[src/rtl/bp_fe_ras_stack_pkg.sv]
// bp_fe_ras_stack_pkg: shared return-address-stack types, checkpoint struct macro and op decode
`ifndef BP_FE_RAS_CKPT_MACRO
`define BP_FE_RAS_CKPT_MACRO
`define DECLARE_BP_FE_RAS_CKPT_S(ptr_width) \
  typedef struct packed { \
    logic [ptr_width-1:0] ptr; \
    logic [ptr_width:0]   count; \
  } bp_fe_ras_ckpt_s;
`endif

package bp_fe_ras_stack_pkg;

  typedef enum logic [2:0] {
    e_ras_none,
    e_ras_clear,
    e_ras_restore,
    e_ras_push,
    e_ras_pop,
    e_ras_swap
  } bp_fe_ras_op_e;

  function automatic bp_fe_ras_op_e ras_op_decode(input logic clear, restore, push, pop);
    return clear ? e_ras_clear
         : restore ? e_ras_restore
         : (push & pop) ? e_ras_swap
         : push ? e_ras_push
         : pop ? e_ras_pop
         : e_ras_none;
  endfunction

endpackage

[src/rtl/bp_fe_ras_stack.sv]
// bp_fe_ras_stack: multi-entry return address stack with checkpoint/restore of {ptr, count}
module bp_fe_ras_stack
  import bp_fe_ras_stack_pkg::*;
 #(parameter int vaddr_width_p = 39
  ,parameter int ras_depth_p = 8
  ,localparam int ras_ptr_width_lp = $clog2(ras_depth_p)
  ,localparam int ras_ckpt_width_lp = 2*ras_ptr_width_lp+1
  )
  (input  logic                         clk_i
  ,input  logic                         reset_n_i
  ,input  logic                         clear_i
  ,input  logic                         push_v_i
  ,input  logic [vaddr_width_p-1:0]     push_addr_i
  ,input  logic                         pop_v_i
  ,output logic [vaddr_width_p-1:0]     top_addr_o
  ,output logic                         top_v_o
  ,output logic [ras_ckpt_width_lp-1:0] ckpt_o
  ,input  logic                         restore_v_i
  ,input  logic [ras_ckpt_width_lp-1:0] restore_ckpt_i
  );

  `DECLARE_BP_FE_RAS_CKPT_S(ras_ptr_width_lp)

  localparam logic [ras_ptr_width_lp:0] depth_lp = (ras_ptr_width_lp+1)'(ras_depth_p);
  localparam logic [ras_ptr_width_lp:0] one_lp = (ras_ptr_width_lp+1)'(1);

  bp_fe_ras_ckpt_s state_r, state_n;
  logic [vaddr_width_p-1:0] mem_r [ras_depth_p];
  bp_fe_ras_op_e op;
  logic [ras_ptr_width_lp-1:0] ptr_inc, ptr_dec, wr_idx;
  logic wr_v;

  assign op = ras_op_decode(clear_i, restore_v_i, push_v_i, pop_v_i);
  assign ptr_inc = state_r.ptr + 1'b1;
  assign ptr_dec = state_r.ptr - 1'b1;

  assign top_addr_o = mem_r[state_r.ptr];
  assign top_v_o = |state_r.count;
  assign ckpt_o = state_r;

  always_comb begin
    state_n = state_r;
    wr_v = (op == e_ras_push) | (op == e_ras_swap);
    wr_idx = (op == e_ras_swap) ? state_r.ptr : ptr_inc;
    case (op)
      e_ras_clear: state_n = '0;
      e_ras_restore: state_n = restore_ckpt_i;
      e_ras_push: begin
        state_n.ptr = ptr_inc;
        state_n.count = (state_r.count == depth_lp) ? depth_lp : state_r.count + 1'b1;
      end
      e_ras_pop: begin
        state_n.ptr = top_v_o ? ptr_dec : state_r.ptr;
        state_n.count = top_v_o ? state_r.count - 1'b1 : state_r.count;
      end
      e_ras_swap: state_n.count = top_v_o ? state_r.count : one_lp;
      default: state_n = state_r;
    endcase
  end

  always_ff @(posedge clk_i or negedge reset_n_i)
    if (!reset_n_i) state_r <= '0;
    else state_r <= state_n;

  always_ff @(posedge clk_i or negedge reset_n_i)
    if (!reset_n_i) for (int i = 0; i < ras_depth_p; i++) mem_r[i] <= '0;
    else if (wr_v) mem_r[wr_idx] <= push_addr_i;

endmodule

[config.mk]
export PLATFORM = sky130hd
export DESIGN_NAME = bp_fe_ras_stack
export DESIGN_NICKNAME = d
export VERILOG_FILES = /design/src/rtl/bp_fe_ras_stack_pkg.sv /design/src/rtl/bp_fe_ras_stack.sv
export SDC_FILE = /design/constraint.sdc
export NUM_CORES = 1
export LEC_CHECK = 0
export CAP_MARGIN = 20
export CORE_MARGIN = 1
export CORE_UTILIZATION = 45
export DETAILED_ROUTE_END_ITERATION = 10
export GPL_TIMING_DRIVEN = 0
export PLACE_DENSITY = 0.67
export SYNTH_ARGS = -nofsm -noshare
export SYNTH_HDL_FRONTEND = slang
export SYNTH_SLANG_ARGS = --single-unit
[constraint.sdc]
create_clock -name clk_i -period 4.05 [get_ports clk_i]
set_input_delay 0.405 -clock clk_i [delete_from_list [all_inputs] [get_ports clk_i]]
set_output_delay 0.405 -clock clk_i [all_outputs]
set_load 0.03 [all_outputs]
# Word-level counts from Yosys, hierarchy flattened
# Cells that the tools add are included.
# totals
mem_count	0
word_cells	53
input_bits	52
latch_bits	0
mem_bits_rw	0
mem_bits_ro	0
output_inout_bits	47
register_bits	319
# classes
n_eq_ne	8
mux	18
n_reduce_logical	6
n_addsub	4
bitwise	4
n_lt_le_gt_ge	3
div_mod_pow	0
shift	0
n_mul	0
# ops
op	n
$bwmux W312	1
$bmux W39 S3	1
$demux W39 S3	1
$mux W39	3
$mux W3	7
$pmux W4 S5	1
$mux W4	3
$pmux W3 S4	1
$ge A4 B4 Y1 const B	2
$not A3 Y4	2
$eq A3 B2 Y1 const B	2
$eq A3 B3 Y1 const B	2
$reduce_bool A5 Y1	1
$add A4 B1 Y4 const B	1
$eq A4 B4 Y1 const B	1
$lt A4 B1 Y1 const B	1
$ne A2 B2 Y1 const B	2
$reduce_bool A4 Y1	1
$reduce_or A4 Y1	1
$sub A4 B1 Y4 const B	1
$add A3 B1 Y3 const B	1
$eq A3 B1 Y1 const B	1
$reduce_and A3 Y1	1
$sub A3 B1 Y3 const B	1
4 further kinds	4

# Longest topological paths before layout
# Gate-level depths: netlist of run 1.
# depth
depth_word	13
mapped_depth	10
mapped_depth_nobuf	6

# Worst setup path before layout of run 1
# No wires, ideal clock.
# synth_path
kind	flip-flop to flip-flop
start	register state_r, in the netlist ckpt_o[4]
end	register mem_r[301] in the netlist's numbering
n_path_buf	4
stages_incl_launch_ff	11
arrival_ns	2.921
setup_slack_ns	1.004
setup_ns	0.125
t_required_ns	3.925
synth_period_minus_slack_ns	3.046
cell_sequence	dfrtp_1 -> buf_2 -> buf_1 -> inv_1 -> ha_1 -> inv_1 -> a22oi_1 -> nand3b_1 -> buf_2 -> buf_2 -> mux2_2
# synth_between
elab_chain_len	8
elab_cells_between_ends	9
cone_classes	add/sub: 1; order compare: 2; mux: 4; bitwise: 1; reduce/logical: 1
# synth_lines
item	line	rtl
start: declaration	bp_fe_ras_stack.sv:27	bp_fe_ras_ckpt_s state_r, state_n;
start signal: assignment	bp_fe_ras_stack.sv:63	else state_r <= state_n;
$add A3 B1 Y3	bp_fe_ras_stack.sv:34	assign ptr_inc = state_r.ptr + 1'b1;
$mux W3 (*)	bp_fe_ras_stack.sv:44	wr_idx = (op == e_ras_swap) ? state_r.ptr : ptr_inc;
$not A3 Y4 (implied by the code) (*)	bp_fe_ras_stack.sv:67	else if (wr_v) mem_r[wr_idx] <= push_addr_i;
$ge A4 B4 Y1 (implied by the code) / $lt A4 B1 Y1 (equally long branches)	bp_fe_ras_stack.sv:67	
$logic_and A1 B1 Y1 (implied by the code)	bp_fe_ras_stack.sv:67	
$mux W39 (implied by the code)	bp_fe_ras_stack.sv:67	
$demux W39 S3 (*)	bp_fe_ras_stack.sv:67	
$bwmux W312 (*)	bp_fe_ras_stack.sv:67	
end signal: indexed assignment	bp_fe_ras_stack.sv:67	
end: declaration	bp_fe_ras_stack.sv:28	logic [vaddr_width_p-1:0] mem_r [ras_depth_p];
# Mark *: on every way between the ends. The rest lies on a longest branch, timed or not.
# A chain may end at the register's enable or synchronous reset.

# Worst setup path in the final report of run 1
# layout_path
start	register state_r, in the netlist ckpt_o[4]
end	output top_addr_o[30]
# layout_between
elab_chain_len	4
# layout_lines
item	line	rtl
$not A3 Y4 (implied by the code)	bp_fe_ras_stack.sv:37	assign top_addr_o = mem_r[state_r.ptr];
$bmux W39 S3	bp_fe_ras_stack.sv:37	
$mux W39 (implied by the code) (2 in a row)	bp_fe_ras_stack.sv:37	
end: declaration	bp_fe_ras_stack.sv:15	,output logic [vaddr_width_p-1:0] top_addr_o
# No other way between the ends. The select of a mux whose other input is x is not followed.

==> results of run 1 <==
==> final timing paths <==
kind	startpoint	endpoint	slack, ps	cells past startpoint
max	ckpt_o[4]$_DFFE_PN0P_	top_addr_o[30]	310	5
min	reset_n_i	mem_r[41]$_DFFE_PN0P_	400	2
max reg2reg	ckpt_o[4]$_DFFE_PN0P_	mem_r[309]$_DFFE_PN0P_	310	10
min reg2reg	mem_r[194]$_DFFE_PN0P_	mem_r[194]$_DFFE_PN0P_	500	1
max in group asynchronous	reset_n_i	mem_r[128]$_DFFE_PN0P_	2520	4
min in group clk_i	restore_ckpt_i[3]	ckpt_o[3]$_DFFE_PN0P_	470	3
==> registers in the layout, summed over array words and instances, names as in the netlist <==
name and cells:
ckpt_o 7, mem_r 312
==> worst max-delay path: stages, from the launching register on <==
cell and delay (ps):
dfrtp_1 420, buf_2 250, buf_1 680, mux4_2 600, mux2_2 280, clkdlybuf4s50_1 590
==> cell usage in the layout (no fill, tap or decap), drive strengths merged, types with 3 or more instances in the layout <==
| cell | instances |
|---|---|
| clkbuf | 72 |
| nor3b | 4 |
| o22ai | 4 |
| inv | 10 |
| clkdlybuf4s50 | 96 |
| nor2b | 5 |
| nor2 | 3 |
| mux4 | 78 |
| mux2 | 352 |
| buf | 55 |
| ha | 5 |
| a21oi | 4 |
| nand2 | 4 |
| nand3 | 5 |
| dfrtp | 319 |
==> metrics by stage <==
| step | area, um^2 | util (%) | setup TNS, ps | setup WS (ps) | std cells |
|---|---|---|---|---|---|
| floorplan | 14700 | - | 0 | 1000 | 898 |
| global placement | 16200 | 51.0 | -3687270 | -11590 | 1430 |
| detailed placement | 16300 | 51.2 | 0 | 266 | 1433 |
| CTS | 17500 | 55.1 | 0 | 92.8 | 1500 |
| global route | 17500 | 55.1 | 0 | 54.4 | 1500 |
| finish | 17500 | 55.1 | 0 | 306 | 1500 |
==> area by class of cell <==
type | instances | area, um^2
clock inverters | 7 | 95.1
clock buffers | 59 | 1130
flip-flops and latches | 319 | 7980
repair buffers | 101 | 1070
inverters | 8 | 30.0
fillers | 2610 | 14300
plain buffers | 64 | 343
well taps | 435 | 544
multi-input cells | 507 | 6340
==> kinds of logic (layout without fill, tap and decap cells) <==
| kind of cell | count (synthesis) | in the layout | synth area share, % |
|---|---|---|---|
| AOI/OAI and AO/OA | 28 | 28 | 1.42 |
| buffers and inverters | 72 | 239 | 2.52 |
| xor gates and xnor gates | 2 | 2 | 0.247 |
| and+or+nand+nor | 41 | 41 | 2.04 |
| muxes | 431 | 431 | 39.0 |
| DFF | 319 | 319 | 54.3 |
| adders and majority gates | 5 | 5 | 0.426 |
==> power groups by stage <==
stage / logic, mW / clock network, mW / registers [mW]
detailed placement: 2.68 / 0 / 4.50
CTS: 2.69 / 3.37 / 4.44
global placement: 2.62 / 0 / 4.48
global route: 2.84 / 3.51 / 4.56
finish: 2.65 / 3.30 / 4.44
floorplan: 1.91 / 0 / 4.37
==> what timing repair did <==
action | CTS | global route
hold endpoints to repair | 51 | 0
endpoints found under the setup margin | 9 | 5
gates resized for setup | 1 | 1
hold buffers | 1 | 0
==> layer usage <==
layer	GRT usage [%]	up-vias	wire [um]
li1	-	3676	-
met1	28.3	4407	14800
met2	32.6	133	15400
met3	2.55	38	1000
met4	4.57	0	431
met5	0	-	0
==> flow_metrics.tcl, run 1 <==
set metrics [dict create \
    outcome "completed" \
    power.switching_mw 2.76 \
    synth.distinct_cells 58 \
    slew_violations 0 \
    skew_ps 6.40 \
    path_clk_slew_ps 60 \
    power_density_nw_per_um2 593 \
    antenna_cells 0 \
    power_mw 10.4 \
    vias 8254 \
    drt-total-wl_um 31600 \
    critical_path_class "reg -> out" \
    maxCapViolations 0 \
    numCtsBuffers 36 \
    clock_latency_ps 510 \
    ys_seq_area_share_pct 54.3 \
    setup.worst_path.end_class "output pin" \
    core_region_area_um2 31800 \
    die_area_um2 33400 \
    ys_top_cells_by_area "dfrtp_1 54%, mux2_2 27%, mux4_2 12%" \
    grt_pass1_vias 8847 \
    p_seq_share_pct 42.8 \
    buffer_ports.inserted 97 \
    p_clk_share_pct 31.7 \
    ys_warn_count 0 \
    fin_crit_sh_pct 92.4 \
    holdWs_ps 399 \
    placementRows 65 \
    max_freq_mhz 267 \
    boundaryPins 99 \
    routabilityCongestion 0.803 \
    rsz0062_at_grt "no" \
    ys_ff_latch 319 \
    crit_arrival_ps 3340 \
    start_util_pct 46.2 \
    clockRootBuffer "clkbuf_16" \
    start_kind "flip-flop" \
    cts_tree "done" \
    vias_per_cell 5.50 \
    post-cts-setup-buffers 0 \
    async_flop_share_pct 100 \
    grt-ovfl-total 0 \
    nNetsFinal 1094 \
    ant_nets 0 \
    worst_pin_slew_ps 876 \
    synth_top_cell_area_share_pct 54.3 \
    hold_class "in -> async" \
    post_drt_wl_per_cell_um 21.1 \
    ys_top_cells_by_count "351 x mux2_2, 319 x dfrtp_1, 78 x mux4_2, 38 x buf_2, 12 x clkbuf_1" \
    clkSinkCount 319 \
    syn_inst 898 \
    cts_buffer_depth 3 \
    h-tree-depth 2 \
    syn_area_um2 14700 \
    track_usage_pct 19.9 \
    critical_path.max_fanout 10 \
    syn_to_final_growth_pct 19.3 \
    switching_share_pct 26.6 \
    synth-edff-count 0 \
    yosys.area.top_type "dfrtp_1" \
    leakagePower_nw 7.75 \
    synth_top_flop_cell "dfrtp_1" \
    p_int_mw 7.63 \
    die_w_um 183 \
    period_minus_slack_ps 3740 \
    synth_area_per_cell_um2 16.4 \
    hold_viol 0 \
    setup-violations-final 0 \
    pwr-share-comb_pct 25.5 \
    peakVddDrop_v 0.000398 \
    max_slew_margin_pct 41.6 \
    synth.most_common_cell "mux2_2" \
    worstPathRequired_ps 3640 \
    first_iter_violations 344 \
    dr.pass1.iters 4 \
    synth_nets 955 \
    drive_gt1_share_pct 52.0 \
    die_y_um 183 \
    grt_first_pass_wirelength_um 50900 \
    grt_max_degree 109 \
    hpwl_um 20100 \
    antenna_found_initial 0 \
    drc_errors 0 \
]
(Power assumes the default switching activity.)
==> run 2: changes to the inputs <==
--- a/config.mk
+++ b/config.mk
@@ -5,8 +5,7 @@
 export SDC_FILE = /design/constraint.sdc
 export NUM_CORES = 1
 export LEC_CHECK = 0
-export CAP_MARGIN = 20
-export CORE_MARGIN = 1
+export CAP_MARGIN = 15
 export CORE_UTILIZATION = 45
 export DETAILED_ROUTE_END_ITERATION = 10
 export GPL_TIMING_DRIVEN = 0
==> results of run 2 <==
Final layout, timing and power as in run 1 (identical DEF).
==> run 3: changes to the inputs <==
--- a/config.mk
+++ b/config.mk
@@ -6,10 +6,10 @@
 export NUM_CORES = 1
 export LEC_CHECK = 0
 export CAP_MARGIN = 15
-export CORE_UTILIZATION = 45
+export CORE_UTILIZATION = 40
 export DETAILED_ROUTE_END_ITERATION = 10
 export GPL_TIMING_DRIVEN = 0
-export PLACE_DENSITY = 0.67
+export PLACE_DENSITY = 0.61
 export SYNTH_ARGS = -nofsm -noshare
 export SYNTH_HDL_FRONTEND = slang
 export SYNTH_SLANG_ARGS = --single-unit
==> constraint.sdc (replaced) <==
create_clock -name clk_i -period 4.35 [get_ports clk_i]
set_input_delay 0.435 -clock clk_i [delete_from_list [all_inputs] [get_ports clk_i]]
set_output_delay 0.435 -clock clk_i [all_outputs]
set_load 0.03 [all_outputs]
==> run 3 against run 2 <==
  * Sequential power shrank 6.8%
  * Worst setup slack better by 220 ps
  * Power decreased by 6.6%
  * Sequential share of layout area barely moved
  * Die area grew 12%
==> flow_metrics.tcl, run 3 (same netlist as run 1, synthesis figures left out) <==
set metrics [dict create \
    setup-violations-final 0 \
    antenna_cells 0 \
    maxCapViolations 0 \
    crit_start "ckpt_o[5]$_DFFE_PN0P_" \
    h-tree-depth 2 \
    die_area_um2 37500 \
    period_minus_slack_ps 3830 \
    crit_arrival_ps 3390 \
    largest_reg_flops 312 \
    final_cell_mix "351 x mux2_2, 319 x dfrtp_1, 96 x clkdlybuf4s50_1" \
    drc_errors 0 \
    crit_path_end "top_addr_o[37]" \
    power_mw 9.71 \
    hold_class "reg -> reg" \
    clkSinkCount 319 \
    grt-ovfl-total 0 \
    dr.pass1.iters 4 \
    worstPathRequired_ps 3910 \
    nFillCells 3073 \
    grt_first_pass_wirelength_um 53700 \
    nNetsFinal 1092 \
    slew_violations 0 \
    setup.worst_path.end_class "output pin" \
    drive_gt1_share_pct 52.0 \
    rsz0062_at_grt "no" \
    reg2regPathDepth 10 \
    clock_latency_ps 510 \
    antenna_found_initial 3 \
    routabilityCongestion 0.743 \
    ff_latch_area_um2 7980 \
    first_iter_violations 338 \
    skew_ps 19.5 \
    path_clk_slew_ps 60 \
    critical_path_class "reg -> out" \
    hp-start "mem_r[75]$_DFFE_PN0P_" \
    syn_to_final_growth_pct 19.2 \
    vias 8254 \
    fin_crit_sh_pct 88.0 \
    post_drt_wl_per_cell_um 22.0 \
    clockRootBuffer "clkbuf_16" \
    cts_buffer_depth 3 \
    hpwl_um 20600 \
    grt_pass1_vias 9011 \
    buffer_ports.inserted 97 \
    die_w_um 194 \
    reg2reg_from "ckpt_o[4]$_DFFE_PN0P_" \
    peakVddDrop_v 0.000273 \
    boundaryPins 99 \
    numCtsBuffers 36 \
    start_kind "flip-flop" \
    die_y_um 194 \
    worst_pin_slew_ps 915 \
    core_region_area_um2 35800 \
    cts_tree "done" \
    grt_max_degree 117 \
    vias_per_cell 5.44 \
    multiInputGateArea_um2 6340 \
    regToRegSetupSlack_ps 670 \
    holdWs_ps 485 \
    start_util_pct 41.0 \
    top_register "mem_r" \
    hold_viol 0 \
    leakagePower_nw 7.73 \
    placementRows 69 \
    layout_commonest_cell "mux2_2" \
    power_density_nw_per_um2 554 \
    ant_nets 0 \
    max_freq_mhz 261 \
    critical_path.max_fanout 19 \
    max_slew_margin_pct 39.0 \
    outcome "completed" \
    rr_endpoint "mem_r[310]$_DFFE_PN0P_" \
    track_usage_pct 18.5 \
    drt-total-wl_um 33300 \
]
[run 3: through the flow]
stage           TNS, ps  instances  setup WS (ps)  cell area (um^2)  utilization, %
2_1_floorplan         0        898           1300             14700               -
3_3_place_gp   -3638690       1456         -11430             16200            45.3
3_5_place_dp          0       1458            548             16300            45.5
4_1_cts               0       1519           37.2             17500            48.9
5_1_grt               0       1518            271             17500            48.9
6_report              0       1518            524             17500            48.9
[run 3: layout make-up]
type,instances,share of cell area [%]
flip-flops and latches,319,45.6
multi-input cells,507,36.2
clock buffers,49,5.94
repair buffers,100,5.94
well taps,461,3.29
plain buffers,63,1.96
clock inverters,11,0.922
inverters,8,0.171
[run 3: how the worst min path moves through the flow]
stage                              to  slack [ps]  cells after the start
2_1_floorplan   ckpt_o[0]$_DFFE_PN0P_         140                      0
3_3_place_gp    mem_r[75]$_DFFE_PN0P_         470                      1
3_5_place_dp    mem_r[75]$_DFFE_PN0P_         470                      1
4_1_cts         mem_r[75]$_DFFE_PN0P_         490                      1
5_1_grt        mem_r[174]$_DFFE_PN0P_         510                      1
6_report        mem_r[75]$_DFFE_PN0P_         490                      1
[run 3: what timing repair did]
item	4_1_cts	5_1_grt
resized for setup	0	1
buffers inserted	0	0
endpoints found under the setup margin	0	9
hold buffers	1	0
endpoints found under the hold margin	9	0
[run 3: worst max-delay path: stages (launching register included)]
cell and delay, ps:
dfrtp_1 370, buf_2 450, clkdlybuf4s15_1 750, mux4_2 410, mux2_2 290, clkdlybuf4s50_1 600
[run 3: routing by layer]
metal	GRT usage, %	vias up	part of all wire, %
li1	-	3652	-
met1	25.8	4397	46
met2	29.7	145	47
met3	3.88	54	4.6
met4	4.27	6	1.7
met5	0	-	0.12
[run 3: power breakdown]
group / internal, mW / total (mW) / switching (mW)
logic: 1.44 / 2.47 / 1.03
registers: 3.77 / 4.14 / 0.373
clock network: 1.91 / 3.10 / 1.19
